### src/rtl/robo_pkg.sv
// Shared encodings and orientation helpers for the navigator and the maze map.
package robo_pkg;

  localparam logic [2:0] ORI_N = 3'd1;
  localparam logic [2:0] ORI_W = 3'd2;
  localparam logic [2:0] ORI_E = 3'd3;
  localparam logic [2:0] ORI_S = 3'd4;

  localparam logic [2:0] ACAO_NONE = 3'd0;
  localparam logic [2:0] ACAO_N    = 3'd1;
  localparam logic [2:0] ACAO_W    = 3'd2;
  localparam logic [2:0] ACAO_S    = 3'd3;
  localparam logic [2:0] ACAO_E    = 3'd4;

  localparam logic [7:0] LIN_MAX = 8'd11;
  localparam logic [7:0] COL_MAX = 8'd21;

  typedef enum logic [2:0] {
    ST_IDLE,
    ST_ISSUE,
    ST_SENSE,
    ST_DONE,
    ST_FAIL
  } estado_t;

  function automatic logic [2:0] esq(input logic [2:0] o);
    case (o)
      ORI_N:   return ORI_W;
      ORI_W:   return ORI_S;
      ORI_S:   return ORI_E;
      ORI_E:   return ORI_N;
      default: return o;
    endcase
  endfunction

  function automatic logic [2:0] dir(input logic [2:0] o);
    case (o)
      ORI_N:   return ORI_E;
      ORI_E:   return ORI_S;
      ORI_S:   return ORI_W;
      ORI_W:   return ORI_N;
      default: return o;
    endcase
  endfunction

  function automatic logic [2:0] acao_frente(input logic [2:0] o);
    case (o)
      ORI_N:   return ACAO_N;
      ORI_W:   return ACAO_W;
      ORI_S:   return ACAO_S;
      ORI_E:   return ACAO_E;
      default: return ACAO_NONE;
    endcase
  endfunction

endpackage

### src/rtl/robo_navegador_if.sv
// Navigator signal bundle: start/status side plus the map sensor/command side.
interface robo_navegador_if;
  logic        start;
  logic        head;
  logic        left;
  logic [2:0]  acao;
  logic [2:0]  orientacao;
  logic        busy;
  logic        done;
  logic        fail;
  logic [15:0] passos;
  logic [7:0]  linha;
  logic [7:0]  coluna;

  modport master (
    input  start, head, left,
    output acao, orientacao, busy, done, fail, passos, linha, coluna
  );

  modport slave (
    output start, head, left,
    input  acao, orientacao, busy, done, fail, passos, linha, coluna
  );
endinterface

### src/rtl/robo_navegador.sv
// Left-hand wall-following controller: one decision every two cycles (ISSUE, SENSE).
module robo_navegador
  import robo_pkg::*;
#(
  parameter int unsigned START_LIN = 11,
  parameter int unsigned START_COL = 1,
  parameter logic [2:0]  START_ORI = 3'b001,
  parameter int unsigned GOAL_LIN  = 0,
  parameter int unsigned GOAL_COL  = 20,
  parameter int unsigned MAX_STEPS = 1000
) (
  input logic              clockc1,
  input logic              reset,
  robo_navegador_if.master nav
);

  estado_t     st_q, st_d;
  logic [2:0]  acao_q, acao_d, ori_q, ori_d;
  logic        busy_q, busy_d, done_q, done_d, fail_q, fail_d;
  logic [15:0] passos_q, passos_d;
  logic [7:0]  lin_q, lin_d, col_q, col_d;
  logic        tl_q, tl_d;
  logic [1:0]  rc_q, rc_d;

  logic        mov_ok;
  logic [7:0]  lin_nx, col_nx;
  logic        fwd, vira_dir, falha;

  // Candidate position for a forward move and whether it stays inside the maze.
  always_comb begin
    mov_ok = 1'b0;
    lin_nx = lin_q;
    col_nx = col_q;
    case (ori_q)
      ORI_N: begin mov_ok = (lin_q != '0);     lin_nx = lin_q - 8'd1; end
      ORI_W: begin mov_ok = (col_q != '0);     col_nx = col_q - 8'd1; end
      ORI_S: begin mov_ok = (lin_q < LIN_MAX); lin_nx = lin_q + 8'd1; end
      ORI_E: begin mov_ok = (col_q < COL_MAX); col_nx = col_q + 8'd1; end
      default: ;
    endcase
  end

  always_comb begin
    st_d     = st_q;
    acao_d   = ACAO_NONE;
    ori_d    = ori_q;
    busy_d   = busy_q;
    done_d   = done_q;
    fail_d   = fail_q;
    passos_d = passos_q;
    lin_d    = lin_q;
    col_d    = col_q;
    tl_d     = tl_q;
    rc_d     = rc_q;
    fwd      = 1'b0;
    vira_dir = 1'b0;
    falha    = 1'b0;

    unique case (st_q)
      ST_IDLE: begin
        if (nav.start) begin
          ori_d  = START_ORI;
          busy_d = 1'b1;
          st_d   = ST_ISSUE;
        end
      end
      ST_ISSUE: st_d = ST_SENSE;
      ST_SENSE: begin
        if (lin_q == 8'(GOAL_LIN) && col_q == 8'(GOAL_COL)) begin
          st_d   = ST_DONE;
          busy_d = 1'b0;
          done_d = 1'b1;
        end else if (passos_q == 16'(MAX_STEPS)) begin
          falha = 1'b1;
        end else if (tl_q) begin
          // Right after a left turn the left side is the wall just followed.
          tl_d     = 1'b0;
          fwd      = !nav.head;
          vira_dir = nav.head;
        end else if (!nav.left) begin
          ori_d = esq(ori_q);
          tl_d  = 1'b1;
          st_d  = ST_ISSUE;
        end else begin
          fwd      = !nav.head;
          vira_dir = nav.head;
        end

        if (fwd) begin
          if (mov_ok) begin
            acao_d   = acao_frente(ori_q);
            lin_d    = lin_nx;
            col_d    = col_nx;
            passos_d = passos_q + 16'd1;
            rc_d     = '0;
            st_d     = ST_ISSUE;
          end else begin
            falha = 1'b1;
          end
        end

        if (vira_dir) begin
          if (rc_q == 2'd3) begin
            falha = 1'b1;
          end else begin
            ori_d = dir(ori_q);
            rc_d  = rc_q + 2'd1;
            st_d  = ST_ISSUE;
          end
        end
      end
      ST_DONE, ST_FAIL: ;
      default: st_d = ST_IDLE;
    endcase

    if (falha) begin
      st_d   = ST_FAIL;
      busy_d = 1'b0;
      fail_d = 1'b1;
    end
  end

  always_ff @(posedge clockc1 or posedge reset) begin
    if (reset) begin
      st_q     <= ST_IDLE;
      acao_q   <= ACAO_NONE;
      ori_q    <= '0;
      busy_q   <= 1'b0;
      done_q   <= 1'b0;
      fail_q   <= 1'b0;
      passos_q <= '0;
      lin_q    <= 8'(START_LIN);
      col_q    <= 8'(START_COL);
      tl_q     <= 1'b0;
      rc_q     <= '0;
    end else begin
      st_q     <= st_d;
      acao_q   <= acao_d;
      ori_q    <= ori_d;
      busy_q   <= busy_d;
      done_q   <= done_d;
      fail_q   <= fail_d;
      passos_q <= passos_d;
      lin_q    <= lin_d;
      col_q    <= col_d;
      tl_q     <= tl_d;
      rc_q     <= rc_d;
    end
  end

  assign nav.acao       = acao_q;
  assign nav.orientacao = ori_q;
  assign nav.busy       = busy_q;
  assign nav.done       = done_q;
  assign nav.fail       = fail_q;
  assign nav.passos     = passos_q;
  assign nav.linha      = lin_q;
  assign nav.coluna     = col_q;

endmodule
### src/flat_wrapper.sv
// flat-port wrapper written by rule: the top's interface ports become plain ports
module robo_navegador_flat import robo_pkg::*;
#(
  parameter int unsigned START_LIN = 11,
  parameter int unsigned START_COL = 1,
  parameter logic [2:0]  START_ORI = 3'b001,
  parameter int unsigned GOAL_LIN  = 0,
  parameter int unsigned GOAL_COL  = 20,
  parameter int unsigned MAX_STEPS = 1000
)
  (clockc1, reset, nav_start, nav_head, nav_left, nav_acao, nav_orientacao, nav_busy, nav_done, nav_fail, nav_passos, nav_linha, nav_coluna);
  robo_navegador_if nav_i ();
  input logic clockc1;
  input logic reset;
  input wire logic [$bits(nav_i.start)-1:0] nav_start;
  input wire logic [$bits(nav_i.head)-1:0] nav_head;
  input wire logic [$bits(nav_i.left)-1:0] nav_left;
  output wire logic [$bits(nav_i.acao)-1:0] nav_acao;
  output wire logic [$bits(nav_i.orientacao)-1:0] nav_orientacao;
  output wire logic [$bits(nav_i.busy)-1:0] nav_busy;
  output wire logic [$bits(nav_i.done)-1:0] nav_done;
  output wire logic [$bits(nav_i.fail)-1:0] nav_fail;
  output wire logic [$bits(nav_i.passos)-1:0] nav_passos;
  output wire logic [$bits(nav_i.linha)-1:0] nav_linha;
  output wire logic [$bits(nav_i.coluna)-1:0] nav_coluna;
  assign nav_i.start = nav_start;
  assign nav_i.head = nav_head;
  assign nav_i.left = nav_left;
  assign nav_acao = nav_i.acao;
  assign nav_orientacao = nav_i.orientacao;
  assign nav_busy = nav_i.busy;
  assign nav_done = nav_i.done;
  assign nav_fail = nav_i.fail;
  assign nav_passos = nav_i.passos;
  assign nav_linha = nav_i.linha;
  assign nav_coluna = nav_i.coluna;
  robo_navegador #(.START_LIN(START_LIN), .START_COL(START_COL), .START_ORI(START_ORI), .GOAL_LIN(GOAL_LIN), .GOAL_COL(GOAL_COL), .MAX_STEPS(MAX_STEPS)) u_core (.clockc1(clockc1), .reset(reset), .nav(nav_i));
endmodule
### config.mk
export PLATFORM = sky130hd
export DESIGN_NAME = robo_navegador_flat
export DESIGN_NICKNAME = d
export VERILOG_FILES = /design/src/rtl/robo_pkg.sv /design/src/rtl/robo_navegador_if.sv /design/src/rtl/robo_navegador.sv /design/src/flat_wrapper.sv
export SDC_FILE = /design/constraint.sdc
export NUM_CORES = 1
export LEC_CHECK = 0
export BUFFER_PORTS_ARGS = -buffer_cell sky130_fd_sc_hd__buf_2
export CAP_MARGIN = 5
export CORE_MARGIN = 2
export CORE_UTILIZATION = 36
export CTS_BUF_LIST = sky130_fd_sc_hd__clkbuf_2
export DETAILED_ROUTE_END_ITERATION = 7
export HOLD_SLACK_MARGIN = 0.02
export SETUP_SLACK_MARGIN = 0.5
export SLEW_MARGIN = 10
export SYNTH_ARGS = -nofsm -noshare
export SYNTH_HDL_FRONTEND = slang
export SYNTH_SLANG_ARGS = --single-unit
### constraint.sdc
create_clock -name clockc1 -period 2.3 [get_ports clockc1]
set_input_delay 0.46 -clock clockc1 [delete_from_list [all_inputs] [get_ports clockc1]]
set_output_delay 0.46 -clock clockc1 [all_outputs]
set_load 0.02 [all_outputs]
; ---- Word level (Yosys, flattened, before mapping)
; Index checks and enable logic that the tools add are counted.
[totals]
mem_bits_ro = 0
elab_cells = 110
latchBits = 0
ff_bits = 47
out_inout_bits = 41
n_memories = 0
ramBits = 0
[classes]
bitwise = 2
eq_ne = 16
mul = 0
n_div = 0
shift = 0
order_cmp = 2
n_mux = 54
addsub = 6
reduce_logical = 19
[op_table]
columns = op, n
row1 = 2-to-1 mux 3 bit, 19
row2 = one-hot mux 3 bit (4 select lines), 4
row3 = one-hot mux 8 bit (2 select lines), 2
row4 = 2-to-1 mux 1 bit, 22
row5 = adder 16 x 1 -> 16 bit (second input constant), 1
row6 = adder 8 x 1 -> 8 bit (second input constant), 2
row7 = == test 16 x 10 -> 1 bit (second input constant), 1
row8 = nonzero test 8 bit, 2
row9 = subtractor 8 x 1 -> 8 bit (second input constant), 2
row10 = == test 3 x 2 -> 1 bit (second input constant), 4
row11 = AND reduction 3 bit, 4
row12 = == test 8 x 5 -> 1 bit (second input constant), 1
row13 = logical NOT 8 bit, 1
row14 = < comparator 8 x 4 -> 1 bit (second input constant), 1
row15 = < comparator 8 x 5 -> 1 bit (second input constant), 1
row16 = 2-to-1 mux 2 bit, 4
row17 = AND reduction 4 bit, 2
row18 = != test 7 x 6 -> 1 bit (second input constant), 1
row19 = == test 3 x 1 -> 1 bit (second input constant), 2
row20 = == test 3 bit (second input constant), 2
row21 = one-hot mux 3 bit (2 select lines), 1
row22 = nonzero test 2 bit, 3
row23 = one-hot mux 1 bit (4 select lines), 1
row24 = AND reduction 2 bit, 2
row25 = other kinds (13), 14

; ---- Depth between registers and ports, before layout
; Gate-level depths: netlist of the first run.
[logic_depth]
depth_word = 12
mapped_depth = 9
ltp_nobuf = 8

; ---- Worst setup path before layout of the first run
; No wires, ideal clock.
[synth_path]
path_type = register to register
startpoint = register u_core.ori_q[2] (netlist: u_core.nav.orientacao[2])
endpoint = register u_core.lin_q[7] (netlist: u_core.nav.linha[7])
setup_time_ps = 80
required_time_ps = 2220
synth_period_minus_slack_ps = 2741
arrival_ps = 2661
stages_incl_launch_ff = 9
setup_slack_ps = -441
cell_sequence = dfrtp_1 > buf_2 > or3b_1 > ha_1 > nand3_1 > o2111a_1 > or3_1 > a211oi_1 > xor2_1
[synth_between]
elab_chain_cells = 3
word_cells_on_any_way = 8
classes_between = 4 x eq/ne / 2 x mux / 2 x reduce/logical
[synth_lines]
columns = element, line_no
row1 = "start, declared", robo_navegador.sv:18  ; logic [2:0] acao_q, acao_d, ori_q, ori_d;
row2 = "start signal, assigned", robo_navegador.sv:139  ; ori_q <= ori_d;
row3 = == test 3 x 2 -> 1 bit (tied with other cells), robo_navegador.sv:34  ; case (ori_q)
row4 = one-hot mux 1 bit (4 select lines) or nonzero test 2 bit (tied branches), --
row5 = AND reduction 4 bit (no line), --
row6 = "end signal, assigned", robo_navegador.sv:132  ; lin_q <= 8'(START_LIN);
row7 = "end signal, assigned", robo_navegador.sv:144  ; lin_q <= lin_d;
row8 = "end, declared", robo_navegador.sv:21  ; logic [7:0] lin_q, lin_d, col_q, col_d;
; Several ways; a longest one is shown, not always the timed one.
; A chain may end at the register's enable or synchronous reset.

; ---- Final worst setup path of the first run
[layout_path]
startpoint = register u_core.ori_q[0] (netlist: u_core.nav.orientacao[0])
endpoint = register u_core.lin_q[7] (netlist: u_core.nav.linha[7])
; The elaborated chain is that of the path after synthesis.

==> results of run 1 <==
sequential cells by signal (all words and copies together), names as in the netlist, 2 cells and up:
register               flops
u_core.nav.coluna          8
u_core.nav.acao            3
u_core.nav.passos         16
u_core.st_q                3
u_core.nav.orientacao      3
u_core.rc_q                2
u_core.nav.linha           8
worst paths after layout:
| path | endpoint | slack, ns | depth (start not counted) |
|---|---|---|---|
| setup reg to reg | u_core.nav.linha[7] | -0.06 | 7 |
| max in group asynchronous | u_core.nav.linha[0] | 1.15 | 4 |
| min in group asynchronous | u_core.nav.passos[7] | 0.55 | 3 |
| hold / removal | u_core.st_q[0] | 0.44 | 4 |
| setup / recovery | u_core.nav.linha[7] | -0.06 | 7 |
| hold reg to reg | u_core.nav.done | 0.48 | 1 |
logic make-up after synthesis:
| group | synth area share [%] |
|---|---|
| XOR/XNOR | 8.284 |
| multiplexers | 5.562 |
| AO/OA/AOI/OAI | 13.45 |
| AND/OR/NAND/NOR | 24.26 |
| buffers and inverters | 4.023 |
| flip-flops | 37.24 |
| adder cells (fa/ha/maj) | 7.180 |
metrics by stage:
stage | power [uW] | util (%) | hold slack, ns | cells | setup TNS [ns]
floorplan | 921.9 | - | 0.4960 | 313 | -0.3225
global placement | 961.0 | 46.96 | 0.4397 | 494 | -0.01120
detailed placement | 963.0 | 46.96 | 0.4394 | 494 | -0.08284
CTS | 1373 | 56.66 | 0.4313 | 537 | -0.03946
global route | 1422 | 58.55 | 0.4773 | 544 | -0.3894
finish | 1364 | 58.55 | 0.4447 | 544 | -0.05693
cell usage in the layout (no fill, tap or decap), types with 6 or more instances in the layout:
| master | count |
|---|---|
| mux2_4 | 10 |
| nand2_1 | 11 |
| buf_2 | 39 |
| clkbuf_2 | 6 |
| xor2_1 | 20 |
| nor2_1 | 16 |
| buf_6 | 26 |
| xnor2_1 | 7 |
| o21ai_0 | 7 |
| nor3_4 | 8 |
| nand4_1 | 7 |
| dfrtp_1 | 34 |
| ha_4 | 10 |
| buf_4 | 52 |
| inv_1 | 11 |
| nand3_1 | 8 |
| dfrtp_2 | 9 |
power breakdown:
group	switching (uW)	internal (uW)	leakage [uW]	total (uW)
Combinational	93.2	77.7	0.00180	171
Sequential	2.09	830	0.000596	833
Clock	283	77.3	0.0000290	360
Total	378	986	0.00242	1360
per-layer routing:
metal / vias up / share of wire, % / GRT usage (%)
met5: - / 0 / 0
met4: 0 / 2.2 / 6.303
met3: 22 / 3.5 / 3.006
met2: 81 / 50 / 34.30
met1: 1521 / 45 / 26.01
li1: 1424 / - / -
layout make-up:
cell class / instances / area (sq um) / share of cell area (%)
clock buffer: 6 / 30.03 / 0.5939
sequential: 47 / 1192 / 23.58
inverter: 14 / 52.55 / 1.039
timing repair buffer: 125 / 1041 / 20.59
clock inverter: 2 / 12.51 / 0.2475
multi-input combinational: 242 / 2592 / 51.27
tap: 108 / 135.1 / 2.673
cell usage after synthesis (4+ instances only):
library cell	count	share of area (%)
a211oi_1	8	1.9
a21oi_1	12	1.9
a31oi_1	5	0.99
dfrtp_1	43	34
dfstp_2	4	3.3
ha_1	15	5.9
inv_1	14	1.7
mux2_1	4	1.4
mux2_2	9	3.2
nand2_1	14	1.7
nand3_1	10	1.6
nand4_1	7	1.4
nor2_1	18	2.1
nor2b_1	5	0.99
nor3_1	13	2.1
nor4_1	7	1.4
nor4_2	4	1.6
o211ai_1	5	1.2
o21ai_0	7	1.1
xnor2_1	10	2.8
xor2_1	20	5.5
critical path, cell delays in order (launching register included):
cell and delay, ns:
dfrtp_2 0.48, or3b_4 0.49, ha_4 0.33, nand3_2 0.08, o2111a_1 0.24, or3_1 0.32
a211oi_2 0.21, xor2_1 0.15
repair_timing:
item                       CTS  global route
pin swaps                   35            16
setup endpoints to repair   47            54
cloned                       3             0
hold endpoints to repair    10             0
gates resized for setup     95            25
buffers inserted            31             7
hold buffers                 1             0
==> results.yml, run 1 <==
setup_path:
  path_class: "reg2reg"
  crit_required_ns: 2.68
  timing.critical_path.from: "u_core.nav.orientacao[0]"
  cp_max_fo: 5
  critPathLaunchType: "register"
  r2r_start: "u_core.nav.orientacao[0]"
  worst_ep_arrival_time_ns: 2.74
  endpoint_kind: "register"
floorplanning:
  start_util_pct: 36.73
  dieArea_sq_mm: 0.009578
  die_h_um: 97.87
  rows: 34
  core_sq_mm: 0.008636
  ios: 46
  die_w_um: 97.87
drt:
  drc_errors: 0
  post_drt_wl_per_cell_um: 17.38
  ant_nets: 0
  wirelength_mm: 9.457
  drtIter0Drc: 210
  drt_pass1_iterations: 4
  routed_via_density: 5.603
  vias: 3048
cells_and_area:
  final_area_sq_mm: 0.005056
  antenna_cells: 0
  fin_nets: 457
  syn_to_final_growth_pct: 59.41
  final.fill_count: 713
  drive_gt1_share_pct: 59.17
logic_synthesis:
  ys.flop_type: "dfrtp_1"
  synth_nets: 335
  synthCells: 313
  syn_area_sq_mm: 0.003172
  synth_edf_count: 0
  ys_async_sr_fraction_pct: 100.0
  ys_seq_area_share_pct: 37.24
  avgSynthCellArea_sq_um: 10.13
  yosysWarningCount: 0
  ys_types: 65
  ys_seq_elements: 47
sta:
  relSlewSlack_pct: 45.50
  finalCritPeriodShare_pct: 102.5
  finalHoldViolations: 0
  max_slew.worst_pin.slew_ns: 0.8112
  fin_ws_ns: -0.05693
  post-route-min-period_ns: 2.357
  setup_viol: 1
  finClkSkew_ns: 0.01341
  drv_slew: 0
  fmaxAchievable_ghz: 0.4243
  rsz0062_at_grt: "yes"
place:
  dp_hpwl_mm: 6.177
  gp_congestion: 0.9191
  preCtsSetupSlack_ns: -0.03931
  portBuffers: 45
  place_area_sq_mm: 0.004055
power_and_ir_drop:
  irDropWorstVdd_v: 0.0001817
  leakage_uw: 0.002424
  power.density_mw_per_mm2: 269.7
global_route:
  antenna_found_initial: 0
  grt_pass1_wl_mm: 15.89
  grt_pass1_vias: 3197
  grt_max_degree: 27
  grt_use_total_pct: 20.01
  gr-total-overflow: 0
hold_path:
  hp-class: "in2reg"
  hold_start: "nav_start"
clock_tree:
  root_buffer: "clkbuf_2"
  htree_levels: 2
  numClockSinks: 47
  clkLatencyLatePin_ns: 0.43
  numCtsBuffers: 5
  clk_pin_slew_ns: 0.25
  tritoncts: "done"
  cts_buffer_depth: 2
job:
  max-cap-violations: 0
outcome:
  outcome: "complete, but fails checks"
  violations: "negative setup slack"
No activity file was read; power rests on OpenSTA's default activity.
==> inputs of run 2 (changes only) <==
--- a/config.mk
+++ b/config.mk
@@ -7,11 +7,15 @@
 export LEC_CHECK = 0
 export BUFFER_PORTS_ARGS = -buffer_cell sky130_fd_sc_hd__buf_2
 export CAP_MARGIN = 5
+export CELL_PAD_IN_SITES_DETAIL_PLACEMENT = 1
+export CELL_PAD_IN_SITES_GLOBAL_PLACEMENT = 1
 export CORE_MARGIN = 2
 export CORE_UTILIZATION = 36
 export CTS_BUF_LIST = sky130_fd_sc_hd__clkbuf_2
 export DETAILED_ROUTE_END_ITERATION = 7
 export HOLD_SLACK_MARGIN = 0.02
+export PLACE_DENSITY_LB_ADDON = 0.1
+export RECOVER_POWER = 50
 export SETUP_SLACK_MARGIN = 0.5
 export SLEW_MARGIN = 10
 export SYNTH_ARGS = -nofsm -noshare
==> run 2 against run 1 <==
The flow still finishes with violations (negative setup slack). Utilization grew 0.29 points. Sequential power is essentially flat. Via count rose by 3.7%. Global-route usage grew 2.4 points. First-iteration DRC count shrank 58%. Wire length is 27% higher. Setup slack worse by 0.078 ns. Critical path type unchanged.
==> results.yml, run 2 (same netlist as run 1, synthesis figures left out) <==
clock_tree:
  root_buffer: "clkbuf_2"
  numClockSinks: 47
  cts_hold_buf: 0
  cts_buffer_depth: 2
  tritoncts: "done"
  clk_pin_slew_ns: 0.25
  numCtsBuffers: 5
  htree_levels: 2
  clkLatencyLatePin_ns: 0.44
global_route:
  grt_max_degree: 26
  grt_pass1_wl_mm: 17.33
  grt_pass1_vias: 3247
  gr-total-overflow: 0
  antenna_found_initial: 1
  grt_use_total_pct: 22.37
drt:
  drc_errors: 0
  drt_pass1_iterations: 4
  vias: 3161
  routed_via_density: 5.655
  post_drt_wl_per_cell_um: 21.47
  drtIter0Drc: 88
  ant_nets: 0
  wirelength_mm: 12.00
setup_path:
  worst_ep_arrival_time_ns: 2.81
  r2r_start: "u_core.nav.orientacao[0]"
  worst_path_dominant_cell_family: "simple AND/OR/NAND/NOR gates"
  path_class: "reg2reg"
  timing.critical_path.buf_inv: 0
  endpoint_kind: "register"
  critPathLaunchType: "register"
  timing.critical_path.from: "u_core.nav.orientacao[0]"
  crit_slowest_cell: "or3b_4"
  crit_required_ns: 2.68
  path_cells: "or3b_4 -> ha_1 -> or2_2 -> a21oi_2 -> o21ai_0 -> a211oi_2 -> xor2_1"
  cp_max_fo: 8
  max_stage_delay_ns: 0.50
floorplanning:
  start_util_pct: 36.73
  die_w_um: 97.87
  die_h_um: 97.87
  ios: 46
  rows: 34
  core_sq_mm: 0.008636
  dieArea_sq_mm: 0.009578
power_and_ir_drop:
  leakage_uw: 0.002321
  p_total_uw: 1362
  irDropWorstVdd_v: 0.0001432
  power.density_mw_per_mm2: 268.1
sta:
  fin_ws_ns: -0.1354
  fmaxAchievable_ghz: 0.4106
  finalHoldViolations: 0
  setup_viol: 1
  finClkSkew_ns: 0.007812
  relSlewSlack_pct: 15.75
  post-route-min-period_ns: 2.435
  finalCritPeriodShare_pct: 105.9
  max_slew.worst_pin.slew_ns: 1.262
  rsz0062_at_grt: "yes"
  drv_slew: 0
place:
  portBuffers: 45
  dpl.cell_count: 501
  dp_hpwl_mm: 7.202
  gp_congestion: 0.7875
  place_area_sq_mm: 0.004083
  preCtsSetupSlack_ns: -0.05394
cells_and_area:
  fin_util_pct: 58.84
  layout_commonest_cell: "buf_4"
  drive_gt1_share_pct: 54.44
  fin_nets: 471
  largest_register_ff_count: 16
  final_cells: 559
  final_cell_mix: "buf_4 (62), dfrtp_1 (37), buf_6 (32)"
  final_area_sq_mm: 0.005081
  syn_to_final_growth_pct: 60.20
outcome:
  violations: "negative setup slack"
  outcome: "complete, but fails checks"
job:
  max-cap-violations: 0
hold_path:
  hp-class: "in2async"
-- run 2: layer usage --
| layer | part of all wire [%] | GRT usage [%] | up-vias |
|---|---|---|---|
| met5 | 0 | 0 | - |
| met4 | 2.3 | 5.128 | 0 |
| met3 | 2.7 | 2.720 | 17 |
| met2 | 54 | 41.15 | 73 |
| met1 | 41 | 27.90 | 1627 |
| li1 | - | - | 1444 |
-- run 2: layout make-up --
class	instances	area, sq um
diodes	1	2.502
clock buffers	8	40.04
inverters	14	52.55
fillers	922	3555
well taps	108	135.1
flip-flops and latches	47	1189
repair buffers	140	1120
multi-input cells	241	2542
-- run 2: timing repair --
item | in CTS | in global routing
setup buffers | 22 | 26
cloned | 1 | 0
pin swaps | 31 | 24
gates resized for setup | 64 | 53
setup endpoints to repair | 48 | 51
-- run 2: final timing paths --
| path | end | cells after the start | slack (ns) |
|---|---|---|---|
| max | u_core.nav.linha[7] | 7 | -0.14 |
| max in group asynchronous | u_core.nav.orientacao[0] | 3 | 0.31 |
| min | u_core.nav.passos[8] | 2 | 0.19 |
| min reg2reg | u_core.nav.done | 1 | 0.50 |
| max reg2reg | u_core.nav.linha[7] | 7 | -0.14 |
| min in group clockc1 | u_core.st_q[0] | 4 | 0.41 |
-- run 2: power breakdown --
part	switching, uW	internal (uW)	total [uW]	leakage, uW
Clock	293	89.2	382	0.0000332
Sequential	1.23	831	832	0.000601
Combinational	93.3	54.5	148	0.00169
-- run 2: stage by stage --
| step | hold WS [ns] | setup TNS (ns) |
|---|---|---|
| 2_1_floorplan | 0.4960 | -0.3225 |
| 5_1_grt | 0.2414 | -0.3663 |
| 3_5_place_dp | 0.4558 | -0.1150 |
| 6_report | 0.1897 | -0.1354 |
| 3_3_place_gp | 0.4406 | -0.007551 |
| 4_1_cts | 0.02255 | -0.06077 |
